`config.mk`:
```
export PLATFORM = sky130hd
export DESIGN_NAME = muldiv_unit_flat
export DESIGN_NICKNAME = d
export VERILOG_FILES = /design/src/rtl/muldiv_unit_if.sv /design/src/rtl/muldiv_unit.sv /design/src/flat_wrapper.sv
export SDC_FILE = /design/constraint.sdc
export NUM_CORES = 1
export LEC_CHECK = 0
export CAP_MARGIN = 20
export CORE_AREA = 8 8 152 261
export CTS_CLUSTER_DIAMETER = 30
export CTS_CLUSTER_SIZE = 30
export DETAILED_ROUTE_END_ITERATION = 7
export DIE_AREA = 0 0 160 269
export DONT_BUFFER_PORTS = 1
export GPL_ROUTABILITY_DRIVEN = 0
export PLACE_DENSITY = 0.64
export RECOVER_POWER = 100
export SETUP_SLACK_MARGIN = 0.3
export SLEW_MARGIN = 10
export SYNTH_ARGS = -nofsm -noshare
export SYNTH_HDL_FRONTEND = slang
export SYNTH_SLANG_ARGS = --single-unit
```
`constraint.sdc`:
```
create_clock -name clk -period 5.78 [get_ports clk]
set_input_delay 0.578 -clock clk [delete_from_list [all_inputs] [get_ports clk]]
set_output_delay 0.578 -clock clk [all_outputs]
set_load 0.01 [all_outputs]
```
`src/rtl/muldiv_unit_if.sv`:
```
// Start/busy/done handshake bundle for the iterative RV32M multiply/divide unit.
// The pipeline controller is the master; the unit is the slave.
interface muldiv_if;
  logic        start;
  logic [31:0] d1;
  logic [31:0] d2;
  logic [2:0]  control;
  logic        busy;
  logic        done;
  logic [31:0] result;
  logic        zero;

  modport master (
    output start, d1, d2, control,
    input  busy, done, result, zero
  );

  modport slave (
    input  start, d1, d2, control,
    output busy, done, result, zero
  );
endinterface

```
`src/rtl/muldiv_unit.sv`:
```
// Iterative RV32M multiply/divide: 32 shift-add or restoring
// shift-subtract steps on magnitudes, then one sign-fix cycle.
module muldiv_unit (
  input  logic    clk,
  input  logic    rst,
  muldiv_if.slave bus
);
  typedef enum logic [1:0] {
    IDLE,
    RUN,
    FIX,
    DONE
  } state_t;

  state_t      state;
  state_t      nxt;
  logic        accept;
  logic [5:0]  cnt;
  logic [31:0] hi;
  logic [31:0] lo;
  logic [31:0] dv;
  logic [2:0]  op;
  logic        neg_m;
  logic        neg_r;
  logic [31:0] res_q;
  logic        zero_q;

  logic        a_sgn;
  logic        b_sgn;
  logic        sa;
  logic        sb;
  logic [31:0] mag_a;
  logic [31:0] mag_b;
  logic        neg_m_in;

  assign a_sgn = bus.control inside {3'b001, 3'b010, 3'b100, 3'b110};
  assign b_sgn = bus.control inside {3'b001, 3'b100, 3'b110};
  assign sa    = a_sgn & bus.d1[31];
  assign sb    = b_sgn & bus.d2[31];
  assign mag_a = sa ? -bus.d1 : bus.d1;
  assign mag_b = sb ? -bus.d2 : bus.d2;
  // x/0 must yield all ones for DIV too, so the quotient is never negated
  assign neg_m_in = (sa ^ sb)
                  & ~(bus.control[2] & (bus.d2 == 32'd0));

  logic [32:0] sum;
  logic [32:0] t;
  logic        ge;
  logic [31:0] diff;

  assign sum  = {1'b0, hi} + (lo[0] ? {1'b0, dv} : 33'd0);
  assign t    = {hi, lo[31]};
  assign ge   = t >= {1'b0, dv};
  assign diff = t[31:0] - dv;

  logic [63:0] prod;
  logic [63:0] prod_n;
  logic [31:0] quo_n;
  logic [31:0] rem_n;
  logic [31:0] fix_res;

  assign prod   = {hi, lo};
  assign prod_n = neg_m ? -prod : prod;
  assign quo_n  = neg_m ? -lo : lo;
  assign rem_n  = neg_r ? -hi : hi;

  always_comb begin
    fix_res = prod_n[63:32];
    unique case (1'b1)
      op == 3'b000:    fix_res = prod_n[31:0];
      op[2] && !op[1]: fix_res = quo_n;
      op[2] && op[1]:  fix_res = rem_n;
      default:         fix_res = prod_n[63:32];
    endcase
  end

  always_ff @(posedge clk or posedge rst) begin
    if (rst) state <= IDLE;
    else     state <= nxt;
  end

  always_comb begin
    nxt    = state;
    accept = 1'b0;
    unique case (state)
      IDLE, DONE: begin
        if (bus.start) begin
          accept = 1'b1;
          nxt    = RUN;
        end else begin
          nxt = IDLE;
        end
      end
      RUN:     if (cnt == 6'd31) nxt = FIX;
      FIX:     nxt = DONE;
      default: nxt = IDLE;
    endcase
  end

  always_ff @(posedge clk or posedge rst) begin
    if (rst) begin
      cnt    <= '0;
      hi     <= '0;
      lo     <= '0;
      dv     <= '0;
      op     <= '0;
      neg_m  <= 1'b0;
      neg_r  <= 1'b0;
      res_q  <= '0;
      zero_q <= 1'b1;
    end else begin
      if (accept) begin
        cnt   <= '0;
        hi    <= '0;
        lo    <= mag_a;
        dv    <= mag_b;
        op    <= bus.control;
        neg_m <= neg_m_in;
        neg_r <= sa;
      end else if (state == RUN) begin
        cnt <= cnt + 6'd1;
        if (!op[2]) begin
          hi <= sum[32:1];
          lo <= {sum[0], lo[31:1]};
        end else begin
          hi <= ge ? diff : t[31:0];
          lo <= {lo[30:0], ge};
        end
      end
      if (state == FIX) begin
        res_q  <= fix_res;
        zero_q <= (fix_res == 32'd0);
      end
    end
  end

  assign bus.busy   = (state == RUN) || (state == FIX);
  assign bus.done   = (state == DONE);
  assign bus.result = res_q;
  assign bus.zero   = zero_q;
endmodule

```
`src/flat_wrapper.sv`:
```
// flat-port wrapper written by rule: the top's interface ports become plain ports
module muldiv_unit_flat 
  (clk, rst, bus_start, bus_d1, bus_d2, bus_control, bus_busy, bus_done, bus_result, bus_zero);
  muldiv_if bus_i ();
  input  logic clk;
  input  logic rst;
  input wire logic [$bits(bus_i.start)-1:0] bus_start;
  input wire logic [$bits(bus_i.d1)-1:0] bus_d1;
  input wire logic [$bits(bus_i.d2)-1:0] bus_d2;
  input wire logic [$bits(bus_i.control)-1:0] bus_control;
  output wire logic [$bits(bus_i.busy)-1:0] bus_busy;
  output wire logic [$bits(bus_i.done)-1:0] bus_done;
  output wire logic [$bits(bus_i.result)-1:0] bus_result;
  output wire logic [$bits(bus_i.zero)-1:0] bus_zero;
  assign bus_i.start = bus_start;
  assign bus_i.d1 = bus_d1;
  assign bus_i.d2 = bus_d2;
  assign bus_i.control = bus_control;
  assign bus_busy = bus_i.busy;
  assign bus_done = bus_i.done;
  assign bus_result = bus_i.result;
  assign bus_zero = bus_i.zero;
  muldiv_unit u_core (.clk(clk), .rst(rst), .bus(bus_i));
endmodule
```
==> results of run 1 <==
worst max-delay path, cell delays in order (launching register included):
cell and delay, ns:
dfrtp_1 0.38, inv_1 0.06, buf_4 0.33, ha_1 0.28, or4b_1 0.53, or4_1 0.57, nor3_1 1.04, a211oi_1 0.17
a211oi_1 0.36, nor3b_1 0.25, nand4_1 0.11, or4_1 0.56, o41ai_1 0.38
kinds of logic (layout without fill, tap and decap cells):
family,after synthesis,in the layout
AOI/OAI and AO/OA,599,599
xor gates and xnor gates,161,161
adders and majority gates,74,74
buffers and inverters,215,142
DFF,142,142
muxes,62,62
and+or+nand+nor,602,602
synth_stat cells, types with 6 or more instances:
master	instances	share of area
a211o_1	11	0.0068
a211oi_1	23	0.012
a21o_1	27	0.014
a21oi_1	135	0.048
a221oi_1	7	0.0043
a22oi_1	20	0.011
a31oi_1	20	0.0088
and2_1	16	0.0071
and3_1	13	0.0057
clkbuf_1	118	0.031
dfrtp_1	141	0.25
ha_1	72	0.064
inv_1	82	0.022
mux2_2	8	0.0064
mux2i_1	54	0.038
nand2_1	173	0.046
nand2b_1	12	0.0053
nand3_1	33	0.012
nand3b_1	6	0.0032
nand4_1	21	0.0093
nor2_1	176	0.047
nor2b_1	7	0.0031
nor3_1	50	0.018
nor4_1	20	0.0088
o211ai_1	51	0.027
o21a_1	10	0.0053
o21ai_0	152	0.054
o21bai_1	14	0.0074
o221ai_1	10	0.0062
o22ai_1	10	0.0044
o31ai_1	33	0.017
o41ai_1	9	0.0056
or2_2	12	0.0053
or3_1	19	0.0084
or4_1	18	0.0095
xnor2_1	98	0.061
xor2_1	63	0.039
state kept, by name (all words and copies together), names as in the netlist:
name and flops:
u_core.bus.result 32, u_core.dv 32, u_core.hi 32, u_core.lo 32, u_core.cnt 6, u_core.op 3, u_core.state 2, u_core.bus.zero 1
u_core.neg_m 1, u_core.neg_r 1
what timing repair did:
action	4_1_cts	5_1_grt
hold buffers	1	0
endpoints found under the hold margin	38	0
resized for setup	0	0
layer usage:
| metal | track usage | part of all wire |
|---|---|---|
| met4 | 0.193 | 0.087 |
| met2 | 0.423 | 0.51 |
| met3 | 0.0507 | 0.075 |
| met5 | 0 | 0 |
| met1 | 0.229 | 0.33 |
power by group through the flow:
stage	Clock, mW	Combinational [mW]	Sequential [mW]
detailed placement	0	6.80	2.27
global placement	0	6.71	2.26
finish	1.18	6.98	2.28
floorplan	0	5.28	1.81
global route	1.23	7.59	2.33
CTS	1.20	6.83	2.25
area by class of cell:
class,instances,area share
multi-input cells,1498,0.650
repair buffers,26,0.0113
flip-flops and latches,142,0.237
well taps,470,0.0392
inverters,84,0.0211
clock inverters,12,0.0107
clock buffers,20,0.0305
layout by cell type, fill, tap and decap left out, types with 51 or more instances in the layout:
master    instances
nor3_1           51
xnor2_1          98
mux2i_1          54
nor2_1          176
xor2_1           63
nand2_1         173
o21ai_0         153
ha_1             72
dfrtp_1         140
a21oi_1         135
o211ai_1         51
inv_1            81
per-stage QoR:
stage | cells | area [um^2] | power (mW) | hold WS (ns)
after floorplan | 1855 | 14200 | 7.09 | 0.450
after global placement | 2216 | 14400 | 8.96 | 0.463
after detailed placement | 2218 | 14500 | 9.08 | 0.472
after CTS | 2251 | 15100 | 10.3 | 0.199
after global routing | 2252 | 15000 | 11.2 | 0.225
final | 2252 | 15000 | 10.4 | 0.229
worst max-delay path by stage:
stage	from	to	slack, ns	cells after the start
after floorplan	rst	u_core.bus.result[0]$_DFFE_PP0P_	1.39	1
after global placement	u_core.lo[19]$_DFFE_PP0P_	u_core.bus.zero$_DFFE_PP1P_	1.24	8
after detailed placement	u_core.lo[19]$_DFFE_PP0P_	u_core.bus.zero$_DFFE_PP1P_	1.26	8
after CTS	u_core.lo[19]$_DFFE_PP0P_	u_core.bus.zero$_DFFE_PP1P_	1.24	8
after global routing	u_core.lo[0]$_DFFE_PP0P_	u_core.bus.zero$_DFFE_PP1P_	0.54	12
final	u_core.lo[0]$_DFFE_PP0P_	u_core.bus.zero$_DFFE_PP1P_	0.64	12
==> impl_summary.md, run 1 <==
Floorplan
The initial cell density of the core is 0.395. The die width is 160 um. The height of the die is ~270 um.

105 I/O pins were placed. The core region is around 36000 um^2. The cell row count is between 90 and 100. The area enclosed by the die boundary is between 40000 and 50000 um^2.

Logic synthesis
Of the total synthesized cell area, the portion taken by AND, OR, NAND and NOR gates is 0.205. The share of the Yosys chip area taken by registers is 0.251. Counting every net in the synthesized netlist gives 1999.

Of the total synthesized cell area, the portion taken by full adders, half adders and majority gates is 0.0664. The combinational family with the most area after synthesis is compound AO/OA/AOI/OAI gates. The share of the synthesized area in compound gates (AO/OA/AOI/OAI) is 0.276.

The predominant post-synthesis flop cell is dfrtp_1. The cell area after synthesis is ~14000 um^2. The count of flip-flops with a built-in enable after synthesis is 0. The share of async-settable or async-resettable flops after synthesis is 1.00. The share of synthesized area spent on multiplexers is 0.0445. Of the total synthesized cell area, the portion taken by XOR and XNOR cells is 0.0994. The flop and latch count out of synthesis is about 140. The number of different library cells in the post-synthesis netlist is 82. The number of cells produced by synthesis is about 1900.

During synthesis, Yosys emitted a total of 0 warnings. The average instance in the mapped netlist occupies 7.64 um^2.

Worst setup path
The data arrival time of the critical path is approximately 5.5 ns. The sort of element at the start of the critical path is a flip-flop. The endpoint identified for the worst register-to-register timing path is u_core.bus.zero$_DFFE_PP1P_. The required time of the critical path is 6.13 ns.

Setup slack on the worst reg-to-reg path comes out at about 0.64 ns. The depth of the most critical reg-to-reg path is 12. The critical setup path kind is reg -> reg.

The type of destination of the critical path is a flip-flop. The startpoint of the lowest-slack register-to-register path is u_core.lo[0]$_DFFE_PP0P_. Of all nets on the critical path, the largest fanout is 31.

Pwr
Of the total power, the share spent switching nets is 0.548. The fraction of power consumed by the clock network is 0.113. In this run the static leakage power is 6.10 nW. The worst IR drop on VDD is about 0.25 mV. The internal power of the cells is roughly 4.7 mW. The share of total power dissipated in sequential elements is 0.218. For this design the ratio of total power to cell area is between 600 and 700 nW/um^2. The power share of the combinational group is 0.669. The analysis attributes to net switching a power of around 5.7 mW.

Worst hold path
The path with the worst hold slack has its endpoint at u_core.op[1]$_DFFE_PP0P_. The number of cells on the worst hold path is 2. The worst hold path begins at bus_control[1]. The type of the most critical hold path is in -> reg.

Finish
Across the whole layout, storage elements account for about 3600 um^2. The combined area of the multi-input logic cells is approximately 9700 um^2. The number of antenna diodes in the final layout is 0. The final net count is 1913. The filler cell count is about 3700. The share of final-layout standard cells stronger than drive strength 1 is 0.0460. The end-of-flow core utilization is 0.417. The area growth from synthesis to layout is 5.69%.

Clock tree
The buffer count from post-CTS setup fixing is 0. After clock tree synthesis, the clock-pin slew on the worst setup and hold paths is ~0.07 ns. The TritonCTS sink count is approximately 140. The root cell of the clock tree is clkbuf_16.

TritonCTS built the clock tree. In this run the number of H-tree levels came out at 4. The clock insertion delay at the later pin of the skew report is between 0.4 and 0.5 ns. The number of clock buffers added by TritonCTS is 17. The maximum clock path buffer count is 2.

STA
Setup repair after global routing left no endpoint under its margin. Measured against its own limit, the worst slew margin works out to -0.788. The number of max-slew violations in the final report is a little over 300.

The setup slack after layout is roughly 0.64 ns. The post-route minimum period is 5.14 ns. Setup violations remaining at the end of the flow were counted as 0.

Dividing the final minimum period by the clock period gives 0.889. The timing-limited maximum frequency is 0.195 GHz. The count of endpoints failing hold in the final timing report came to 0. Summed over all failing endpoints, the final setup total negative slack is 0 ns. For the pin with the worst max-slew slack, the measured transition is roughly 2.7 ns. Clock skew on the completed layout was measured at between 0.01 and 0.015 ns.

Run status
The checks that failed: capacitance limit, slew limit. The run finished, with violations left.

Place
The worst slack after detailed placement is around 1.3 ns. The post-DP HPWL is ~40 mm. The number of buffer cells added on primary ports is 0.

Detailed routing
In the routed design, unresolved DRC markers number 0. In the routed layout, each cell is associated on average with a via count of approximately 6.3. The DRC violation total after the first TritonRoute iteration is approximately 1200. The routed length per placed instance is approximately 23 um. The detailed router placed between 10000 and 15000 vias in this run. The count of nets left with antenna violations once routing finished came out at 0.

The final wirelength is 51.4 mm. The first detailed-routing pass ran for 6 iterations.

Global route
The number of global-route vias before repair is roughly 14000. For this run, the total global-route usage over all layers was measured as 0.235. Global routing finished with a remaining overflow of 0.

The wire length of the first global-routing pass is between 70 and 80 mm. The number of antenna violations at the first check in global routing came to 0. Entering global routing, the biggest net connects between 80 and 90 pins.

Job
Max-cap violations in this run came to 7.
(Power assumes the default switching activity.)
==> run 2: changes to the inputs <==
- GPL_TIMING_DRIVEN: not set -> 0
==> run 2 against run 1 <==
The flow still finishes with violations (capacitance limit, slew limit). Design area rose by 2.5%. Power rose by 3.2%. First-iteration DRC count rose by 1.7%.
==> impl_summary.md, run 2 (synthesis gave the netlist of run 1 again) <==
STA
The slew of the pin with the lowest slew margin was 2.43 ns (-0.248 ns). Setup repair after global routing left no endpoint under its margin. The final period utilization came to 0.931 (+0.0423). The setup total negative slack was 0 ns (unchanged).

The setup clock skew after layout is 0.0129 ns (+0.00206 ns). The setup slack after layout is 0.399 ns (-0.244 ns). The count of endpoints failing setup in the final report came to 0 (unchanged). The worst slew margin relative to its limit is -0.627 (+0.161).

The timing-limited maximum frequency was 0.186 GHz (-4.5%). The smallest hold slack was 0.246 ns (+0.0166 ns). The count of endpoints failing hold in the final timing report is 0 (unchanged).

The post-route minimum period is 5.38 ns (+0.244 ns). The number of max-slew violations in the final report is 154 (-49%).

Detailed routing
The DRC violation total after the first TritonRoute iteration is 1194 (+1.7%). The DRC violation count after routing is 0 (unchanged). The ratio of routed vias to standard cells is 6.29 (-0.78%). The final wirelength is 55.2 mm (+7.4%). The routed length per placed instance is 23.4 um (+2.5%). The post-detailed-route count of antenna-violating nets is 0 (unchanged). The total number of vias is 14837 (+4.0%). The detailed-routing iteration count for the pre-antenna-repair pass is 8 (+2).

Place
The number of buffer cells added on primary ports came to 0 (unchanged). The worst slack after detailed placement is 0.327 ns (-0.930 ns). The placed cell count is 2327 (+4.9%).

The post-DP HPWL is 43.3 mm (+8.8%).

Floorplan
The cell row count is 92 (unchanged). The area enclosed by the die boundary is 43000 um^2 (unchanged). The number of I/O pins is 105 (unchanged). The total core area is 35900 um^2 (unchanged).

The die width was 160 um (unchanged). The initial cell density of the core is 0.395 (unchanged). The height of the die came to 269 um (unchanged).

Finish
The final cell count without fillers is 2360 (+4.8%). In the layout the commonest cells are 176 x nor2_1, 173 x nand2_1, 154 x o21ai_0, 141 x dfrtp_1, 135 x a21oi_1. The share of final-layout standard cells stronger than drive strength 1 is 0.0402 (-0.00580).

Leaving out fill and tap cells, the most frequent cell in the layout is nor2_1. The area overhead of the layout relative to synthesis is 8.37%. The number of antenna diodes is 0 (unchanged). The final net count is 2021 (+5.6%).

Pwr
The power density normalized to cell area was 701 nW/um^2 (+0.68%). The sequential cell fraction of total power is 0.188 (-0.030). The worst IR drop on VDD is 0.297 mV (+20%). The internal power of the cells came to 4.77 mW (+1.0%). The leakage power figure came to 6.21 nW (+1.7%). The power share of the combinational group is 0.704 (+0.035). The net switching component of the power was 6.01 mW (+5.0%).

The fraction of power consumed by the clock network is 0.108 (-0.005). The share of total power consumed by net switching is 0.558 (+0.00959).

Worst hold path
For hold timing, the worst endpoint is u_core.op[2]$_DFFE_PP0P_. The type of the most critical hold path is in -> reg. The origin of the worst min-delay path is bus_control[2]. The number of cells on the worst hold path was 2 (unchanged).

Worst setup path
The setup slack on the worst flop-to-flop path is 0.40 ns (-0.24 ns). The sort of element at the start of the critical path is a flip-flop. The required time of the critical path is 6.14 ns (about the same). The critical setup path kind is reg -> reg.

The highest fanout seen on the critical path is 10 (-68%). The type of destination of the critical path is a flip-flop. The worst register-to-register path ends at u_core.bus.zero$_DFFE_PP1P_. The data arrival time of the critical path is 5.74 ns (+0.25 ns).

The depth of the most critical reg-to-reg path is 12 (unchanged). The startpoint of the lowest-slack register-to-register path is u_core.lo[0]$_DFFE_PP0P_.

Clock tree
The CTS buffer count was 17 (unchanged). The maximum clock path buffer count is 2 (unchanged). The TritonCTS clock tree is done. The number of H-tree levels is 4 (unchanged). The cell sitting at the root of the clock tree is a clkbuf_16.

The clock-pin slew on the worst setup and hold paths is 0.07 ns (about the same). The TritonCTS sink count came to 142 (unchanged). The buffer count from post-CTS setup fixing is 0 (unchanged). The clock insertion delay at the later pin of the skew report is 0.46 ns (about the same).

Global route
The total congestion overflow is 0 (unchanged). The overall track demand over capacity in global routing is 0.251 (+0.0165). The wire length of the first global-routing pass was 83.5 mm (+5.9%). The pin count of the biggest net entering global routing was 90 (+2.3%). The number of global-route vias before repair was 14535 (+3.8%). The number of antenna violations at the first check in global routing is 1 (+1).

Job
The max-cap check violation count is 3 (-4).

Run status
The final reports fail on capacitance limit, slew limit. The run finished, with violations left.
run 2: cell count changes in the layout (fill, tap and decap cells not counted), moves of 2 or more:
cell      change
clkbuf_2      +2
buf_2         +4
buf_4        -17
buf_1         +2
o41ai_1       -2
clkbuf_1    +116
o41ai_2       +2
run 2: repair_timing:
action | 4_1_cts | 5_1_grt
endpoints found under the hold margin | 47 | 0
endpoints found under the setup margin | 1 | 1
hold buffers | 1 | 0
gates resized for setup | 1 | 6
pin swaps | 0 | 0
run 2: power groups by stage:
stage	clock network, mW	logic, mW	registers [mW]
after global routing	1.22	8.20	2.07
after detailed placement	0	7.29	2.03
final	1.17	7.58	2.02
after CTS	1.19	7.34	2.01
after floorplan	0	5.28	1.81
after global placement	0	7.17	2.01
run 2: per-stage QoR:
step	cell area [um^2]	utilization	power, mW
4_1_cts	15400	0.430	10.5
3_5_place_dp	14800	0.412	9.32
3_3_place_gp	14800	0.411	9.18
5_1_grt	15400	0.428	11.5
2_1_floorplan	14200	-	7.09
6_report	15400	0.428	10.8
run 2: how the worst max path moves through the flow:
stage                                                   to                      from  cells past startpoint
final                          u_core.bus.zero$_DFFE_PP1P_  u_core.lo[0]$_DFFE_PP0P_                     12
after detailed placement       u_core.bus.zero$_DFFE_PP1P_  u_core.lo[0]$_DFFE_PP0P_                     13
after global routing           u_core.bus.zero$_DFFE_PP1P_  u_core.lo[0]$_DFFE_PP0P_                     13
after floorplan           u_core.bus.result[0]$_DFFE_PP0P_                       rst                      1
after CTS                      u_core.bus.zero$_DFFE_PP1P_  u_core.lo[0]$_DFFE_PP0P_                     12
after global placement           u_core.cnt[3]$_DFFE_PP0P_                       rst                      1
run 2: cell type report:
cell class | count | area (um^2)
repair buffers | 3 | 18.8
clock buffers | 19 | 443
inverters | 84 | 317
multi-input cells | 1498 | 9780
well taps | 470 | 588
plain buffers | 131 | 507
fillers | 3728 | 20500
flip-flops and latches | 142 | 3550
clock inverters | 13 | 164
run 2: layer usage:
layer / share of wire / track usage / vias to the layer above
met1: 0.33 / 0.244 / 6937
li1: - / - / 6841
met4: 0.085 / 0.197 / 2
met2: 0.50 / 0.455 / 782
met5: 0.00018 / 0 / -
met3: 0.076 / 0.0587 / 275
run 2: worst max-delay path: stages, from the launching register on:
cell	delay, ns
dfrtp_1	0.36
clkbuf_1	0.30
inv_1	0.36
clkbuf_2	0.31
ha_1	0.26
or4b_1	0.52
or4_1	0.60
nor3_4	0.49
a211oi_1	0.14
nor4bb_1	0.77
nand4_1	0.16
or4_1	0.61
o41ai_2	0.37
